--- src/rtl/sirv_gnrl_vr_fifo.sv ---
`default_nettype none
// ============================================================================
//  Module   : sirv_gnrl_vr_fifo
//  Brief    : Valid/ready FIFO with registered-only outputs and arbitrary depth.
//  Revision : 1.0 - initial release
// ============================================================================
module sirv_gnrl_vr_fifo #(
    parameter int DP = 4,
    parameter int DW = 32,
    parameter int CW = 7
) (
    input  logic          clk,
    input  logic          reset,
    input  logic          clr,
    input  logic          i_vld,
    output logic          i_rdy,
    input  logic [DW-1:0] i_dat,
    output logic          o_vld,
    input  logic          o_rdy,
    output logic [DW-1:0] o_dat,
    output logic [CW-1:0] cnt,
    output logic          full,
    output logic          empty
);

    localparam int            C_AW    = (DP > 1) ? $clog2(DP) : 1;
    localparam logic [C_AW-1:0] C_LAST  = C_AW'(DP - 1);
    localparam logic [CW-1:0]   C_DEPTH = CW'(DP);

    logic [DW-1:0]   mem [DP];
    logic [C_AW-1:0] wptr_q, wptr_d;
    logic [C_AW-1:0] rptr_q, rptr_d;
    logic [CW-1:0]   cnt_q, cnt_d;
    logic            w_push;
    logic            w_pop;

    // Ready/valid come only from the occupancy flop, never from the other side.
    assign full   = (cnt_q == C_DEPTH);
    assign empty  = (cnt_q == '0);
    assign i_rdy  = !full;
    assign o_vld  = !empty;
    assign cnt    = cnt_q;
    assign o_dat  = mem[rptr_q];
    assign w_push = i_vld & i_rdy;
    assign w_pop  = o_vld & o_rdy;

    always_comb begin
        wptr_d = wptr_q;
        rptr_d = rptr_q;
        cnt_d  = cnt_q;
        if (clr) begin
            wptr_d = '0;
            rptr_d = '0;
            cnt_d  = '0;
        end else begin
            // Explicit wrap compare keeps non-power-of-two depths correct.
            if (w_push) begin
                wptr_d = (wptr_q == C_LAST) ? '0 : wptr_q + C_AW'(1);
            end
            if (w_pop) begin
                rptr_d = (rptr_q == C_LAST) ? '0 : rptr_q + C_AW'(1);
            end
            case ({w_push, w_pop})
                2'b10:   cnt_d = cnt_q + CW'(1);
                2'b01:   cnt_d = cnt_q - CW'(1);
                default: cnt_d = cnt_q;
            endcase
        end
    end

    always_ff @(posedge clk or posedge reset) begin
        if (reset) begin
            wptr_q <= '0;
            rptr_q <= '0;
            cnt_q  <= '0;
        end else begin
            wptr_q <= wptr_d;
            rptr_q <= rptr_d;
            cnt_q  <= cnt_d;
        end
    end

    // Storage is deliberately not reset; a write during a flush is harmless.
    always_ff @(posedge clk) begin
        if (w_push) begin
            mem[wptr_q] <= i_dat;
        end
    end

endmodule
`default_nettype wire

--- config.mk ---
export PLATFORM = sky130hd
export DESIGN_NAME = sirv_gnrl_vr_fifo
export DESIGN_NICKNAME = d
export VERILOG_FILES = /design/src/rtl/sirv_gnrl_vr_fifo.sv
export SDC_FILE = /design/constraint.sdc
export NUM_CORES = 1
export LEC_CHECK = 0
export BUFFER_PORTS_ARGS = -buffer_cell sky130_fd_sc_hd__buf_2
export CAP_MARGIN = 5
export CORE_ASPECT_RATIO = 1.75
export CORE_MARGIN = 3
export CORE_UTILIZATION = 25
export CTS_CLUSTER_SIZE = 28
export DETAILED_ROUTE_END_ITERATION = 10
export GPL_ROUTABILITY_DRIVEN = 0
export PLACE_DENSITY = 0.46
export SYNTH_ARGS = -nofsm -noshare
export SYNTH_HDL_FRONTEND = slang
export SYNTH_SLANG_ARGS = --single-unit
--- constraint.sdc ---
create_clock -name clk -period 3.85 [get_ports clk]
set_clock_uncertainty 0.15 [all_clocks]
set_input_delay 0.77 -clock clk [delete_from_list [all_inputs] [get_ports clk]]
set_output_delay 0.77 -clock clk [all_outputs]
set_load 0.02 [all_outputs]
; ---- Word level (Yosys, flattened, before mapping)
; Memories as Yosys holds them, arrays and structs flattened.
; Index checks and enable logic that the tools add are counted.
[word_totals]
input_bits = 37
memories = 1
mem_bits_rw = 128
regBits = 11
output_inout_bits = 43
[op_classes]
reduce_logical = 6
bitwise_logic = 2
eq_ne = 5
add_sub_neg = 4
muxes = 10
[memory_table]
columns = memory, words, word_bits, read_ports, rd_clocked_by_memory_dff, wr, line_no
row1 = mem, 4, 32, 1, 0, 1, 30  ; logic [DW-1:0] mem [DP];
[op_table]
columns = operator, count
row1 = case mux 7 bit (2 select lines), 1
row2 = 2-to-1 mux 2 bit, 6
row3 = adder 7 x 1 -> 7 bit (second input constant), 1
row4 = == test 7 x 3 -> 1 bit (second input constant), 1
row5 = logical NOT 7 bit, 1
row6 = 2-to-1 mux 7 bit, 1
row7 = subtractor 7 x 1 -> 7 bit (second input constant), 1
row8 = == test 2 bit (second input constant), 3
row9 = adder 2 x 1 -> 2 bit (second input constant), 2
row10 = nonzero test 2 bit, 2
row11 = nonzero test 3 bit, 1
row12 = bitwise AND 1 bit, 2
row13 = == test 2 x 1 -> 1 bit (second input constant), 1
row14 = logical NOT 1 bit, 2
row15 = 2-to-1 mux 1 bit, 2

; ---- Longest topological paths before layout
[logic_depth]
word_depth = 6
depth_mapped = 10

; ---- Worst setup path before layout
; No wires, ideal clock.
[synth_path]
path_kind = register -> register
startpoint = reg cnt_q[0], in the netlist cnt[0]
endpoint = reg cnt_q[6], in the netlist cnt[6]
path_stages_with_launch = 10
period_less_slack_ns = 3.246
arrival_ns = 2.969
path_slack_ns = 0.604
setup_ns = 0.128
n_path_buf = 0
cell_sequence = dfrtp_1 -> or4_4 -> o41ai_4 -> nor2_1 -> fa_1 -> a211oi_1 -> o21bai_1 -> a21oi_1 -> mux2i_1 -> mux2_1
[synth_via]
elab_chain_len = 6
word_cells_on_any_way = 13
[synth_rtl]
columns = element, line_no
row1 = "start, declared", 33  ; logic [CW-1:0] cnt_q, cnt_d;
row2 = "start signal, assigned", 79  ; cnt_q <= cnt_d;
row3 = == test 7 x 3 -> 1 bit or logical NOT 7 bit (tied branches), "38, 39"
row4 = "logical NOT 1 bit, on equally long branches", "40, 41"
row5 = "bitwise AND 1 bit, on equally long branches", "44, 45"
row6 = == test 2 x 1 -> 1 bit or == test 2 bit (tied branches), 63  ; case ({w_push, w_pop})
row7 = case mux 7 bit (2 select lines), 63
row8 = 2-to-1 mux 7 bit, 51  ; if (clr) begin
; Parallel ways exist; a longest one is shown, timed or not.
; A chain may end at the register's enable or synchronous reset.

; ---- Worst setup path in the final report
; Same ends and word-level chain as after synthesis.

==> metrics list <==
* Result of the run: completed
- RSZ-0062 raised after global routing: no
- Number of buffers on the longest clock path: 2
- Place WS: 0.386 ns
* Number of global-route vias before repair: 3179
* Global Route Usage Sum: 10.6%
* Worst endpoint data arrival time: 3.62 ns
- In the routed layout, each cell is associated on average with a via count of 4.24.
* Library cells used by synthesis: 35
- Required time reported for the critical path endpoint: 3.99 ns
- The first global-routing pass estimated 18800 um of wire.
- Min-Delay Path Class: in2async
- Worst path cell trace: or4_4, o41ai_4, nor2_1, fa_1, a211oi_1, o21bai_1, a21oi_1, mux2i_1, mux2_1
- The worst-case IR drop observed on VDD is 0.388 mV.
- The tree is rooted in a clkbuf_16.
- The die is 202 um tall.
- The wire-length estimate of the detail-placed layout is 7740 um.
- Crit Reg-Reg Endpoint: cnt[6]$_DFFE_PP0P_
- Vias: 2822
- In this run the power density over the cells is 720 mW/mm2.
- Netlist area before placement: 0.00550 mm2
- Measured in cells, the most critical reg-to-reg path has a length of 9.
* Worst Path Buf+Inv: 0
- Number of hold buffers added after CTS: 0
- Tightest hold margin: 0.197 ns
- In the synthesized netlist, the number of instances is 264.
* Cell count along the critical path: 9
- The core region is 0.0216 mm2.
- In this run the post-CTS setup repair buffer count came out at 0.
* Total negative setup slack: 0 ns
- In the final routed layout, each cell accounts on average for 17.8 um.
- Resize count post-CTS: 0
- For this run the aggregate overflow at the end of global routing stands at 0.
- Worst setup path endpoint: cnt[6]$_DFFE_PP0P_
- Placement Rows: 71
- In this run the worst path has a maximum fanout of 7.
* Number of antenna violations at the first check in global routing: 0
- The die is 118 um wide.
- The worst setup path is captured at a flip-flop.
- After detailed routing, the number of remaining DRC violations is 0.
* First-pass DRT Iterations: 4
* Final count of pins violating max slew: 0
- In this run the remaining antenna-violating nets after routing total 0.
- Final hold viol count: 0
- From synthesis to final layout, the design area changed by 24.0%.
- Entering global routing, the biggest net connects 34 pins.
* Most frequently used flop master after synthesis: edfxtp_1
- Highest clock frequency the design can meet: 0.287 GHz
- Sequential elements use 74.9% of the synthesized area.
* # setup viols final: 0
- In the final design database the tool counted 408 nets.
- Slew at the pin closest to its max-slew limit: 0.971 ns
- Counting every sink on the clock net gives 139.
- Among all stages on the critical path, the largest delay is contributed by or4_4.
- In this run the critical register-to-register path is launched from cnt[0]$_DFFE_PP0P_.
* Clock-pin slew reported for the worst setup and hold paths after clock tree synthesis: 0.06 ns
- Yosys mapped a number of flops with a built-in enable equal to 128.
* Headroom to the max-slew limit: 35.3%
- In this run the static leakage power is 2.41 nW.
- Synthesis produced a netlist with a net count of 311.
- Across the run, the number of max-cap violations was 0.
- Launch point of the worst path: cnt[0]$_DFFE_PP0P_
* Clock tree from TritonCTS: built
- Clock tree synthesis inserted a total of 17 buffers.
- In this run the mean area of a mapped cell was 20.8 um2.
- Shortest period the worst path allows: 3.48 ns
- Crit path kind: reg2reg
- After detailed routing, the total wire length is 11800 um.
- On the worst path, the slowest cell contributes a delay of 0.61 ns.
- Dividing the final minimum period by the clock period gives 90.4%.
* Register bit count reported by yosys: 139
- The completed layout was analyzed and its total power is 4.91 mW.
* Synth Warn #: 0
- CTS built an H-tree with a depth of 4.
- The worst setup path is launched from a flip-flop.
- Post-route setup slack: 0.369 ns
* Count of inserted antenna diode cells: 0
* Initial Utilization: 25.5%
* DRC marker count from the first detailed-route iteration: 81
* I/O pin cnt: 80
- Full die area: 0.0239 mm2
- Reg2Reg Setup Slack: 0.37 ns
- Counting flops with an async set or reset pin after synthesis yields a share of 7.91%.
- Fraction of layout instances using a drive strength above 1: 42.4%
- Crit path max-delay family: compound AO/OA/AOI/OAI gates
* PortBufs: 79
* Clk_lat worst skew: 0.41 ns
-- cells in the mapped netlist, types with 2 or more instances --
cell type  count  share of area, %
a211oi_1       2              0.27
ha_1           9               2.0
mux2i_1        4              0.73
nand2_1        2              0.14
nor2_1        17               1.2
o21ai_0        3              0.27
buf_2          3              0.27
nand3_1        2              0.18
edfxtp_1     128                70
and2_1         5              0.57
inv_1          7              0.48
dfrtp_1       11               5.0
a21oi_1        6              0.55
clkbuf_1       7              0.48
mux4_2        32                13
nand2b_1       2              0.23
xor2_1         2              0.32
o211ai_1       2              0.27
xnor2_1        4              0.64
-- state kept, by name (all words and copies together), names as in the netlist --
name and flops:
cnt 7, mem 128, rptr_q 2, wptr_q 2
-- area by class of cell --
cell class / instances / area, um2
clock buffer: 21 / 440
sequential: 139 / 4120
clock inverter: 10 / 77.6
fill: 2082 / 14800
timing repair buffer: 89 / 483
tap: 292 / 365
inverter: 7 / 26.3
multi-input combinational: 107 / 1310
-- kinds of logic after synthesis --
logic type / share of synthesized area, %
compound gates: 3.30
fa+ha+maj: 2.41
xor+xnor: 0.956
flops: 74.9
simple gates: 2.96
mux: 14.0
buf+inv: 1.43
-- placed cells by master, fill, tap and decap left out, types with 3 or more instances in the layout --
master     count
o21ai_0        3
clkbuf_16     17
dfrtp_1        9
edfxtp_1     128
buf_2         79
ha_1           9
clkinv_1       3
clkinv_2       4
mux4_2        32
buf_4          9
clkbuf_1       4
inv_1          7
mux2i_1        4
and2_2         4
a21oi_1        6
xnor2_1        4
nor2_1        17
-- per-stage QoR --
stage	utilization, %	cell area (um2)	instances
floorplan	-	5500	264
global placement	29.2	6300	634
CTS	31.6	6820	665
finish	31.6	6820	665
detailed placement	29.2	6300	634
global route	31.6	6820	665
-- power by group --
group          internal, mW  switching, mW
sequential             1.84          0.167
clock                 0.872          0.579
combinational         0.631          0.824
-- layer usage --
metal,part of all wire [%],routed length [um],up-vias,global-route usage [%]
li1,-,-,1269,-
met1,37,4390,1475,10.6
met2,57,6730,62,19.9
met3,3.8,447,16,3.14
met4,2.1,250,0,4.91
met5,0,0,-,0
-- worst min-delay path by stage --
| stage | startpoint | end | slack [ns] | cells past startpoint |
|---|---|---|---|---|
| after global routing | reset | cnt[6]$_DFFE_PP0P_ | 0.22 | 2 |
| after floorplan | reset | cnt[0]$_DFFE_PP0P_ | 0.47 | 1 |
| after global placement | cnt[4]$_DFFE_PP0P_ | cnt[4]$_DFFE_PP0P_ | 0.45 | 2 |
| after detailed placement | cnt[4]$_DFFE_PP0P_ | cnt[4]$_DFFE_PP0P_ | 0.48 | 2 |
| after CTS | reset | cnt[2]$_DFFE_PP0P_ | 0.20 | 2 |
| final | reset | cnt[0]$_DFFE_PP0P_ | 0.20 | 2 |
(Power assumes the default switching activity.)
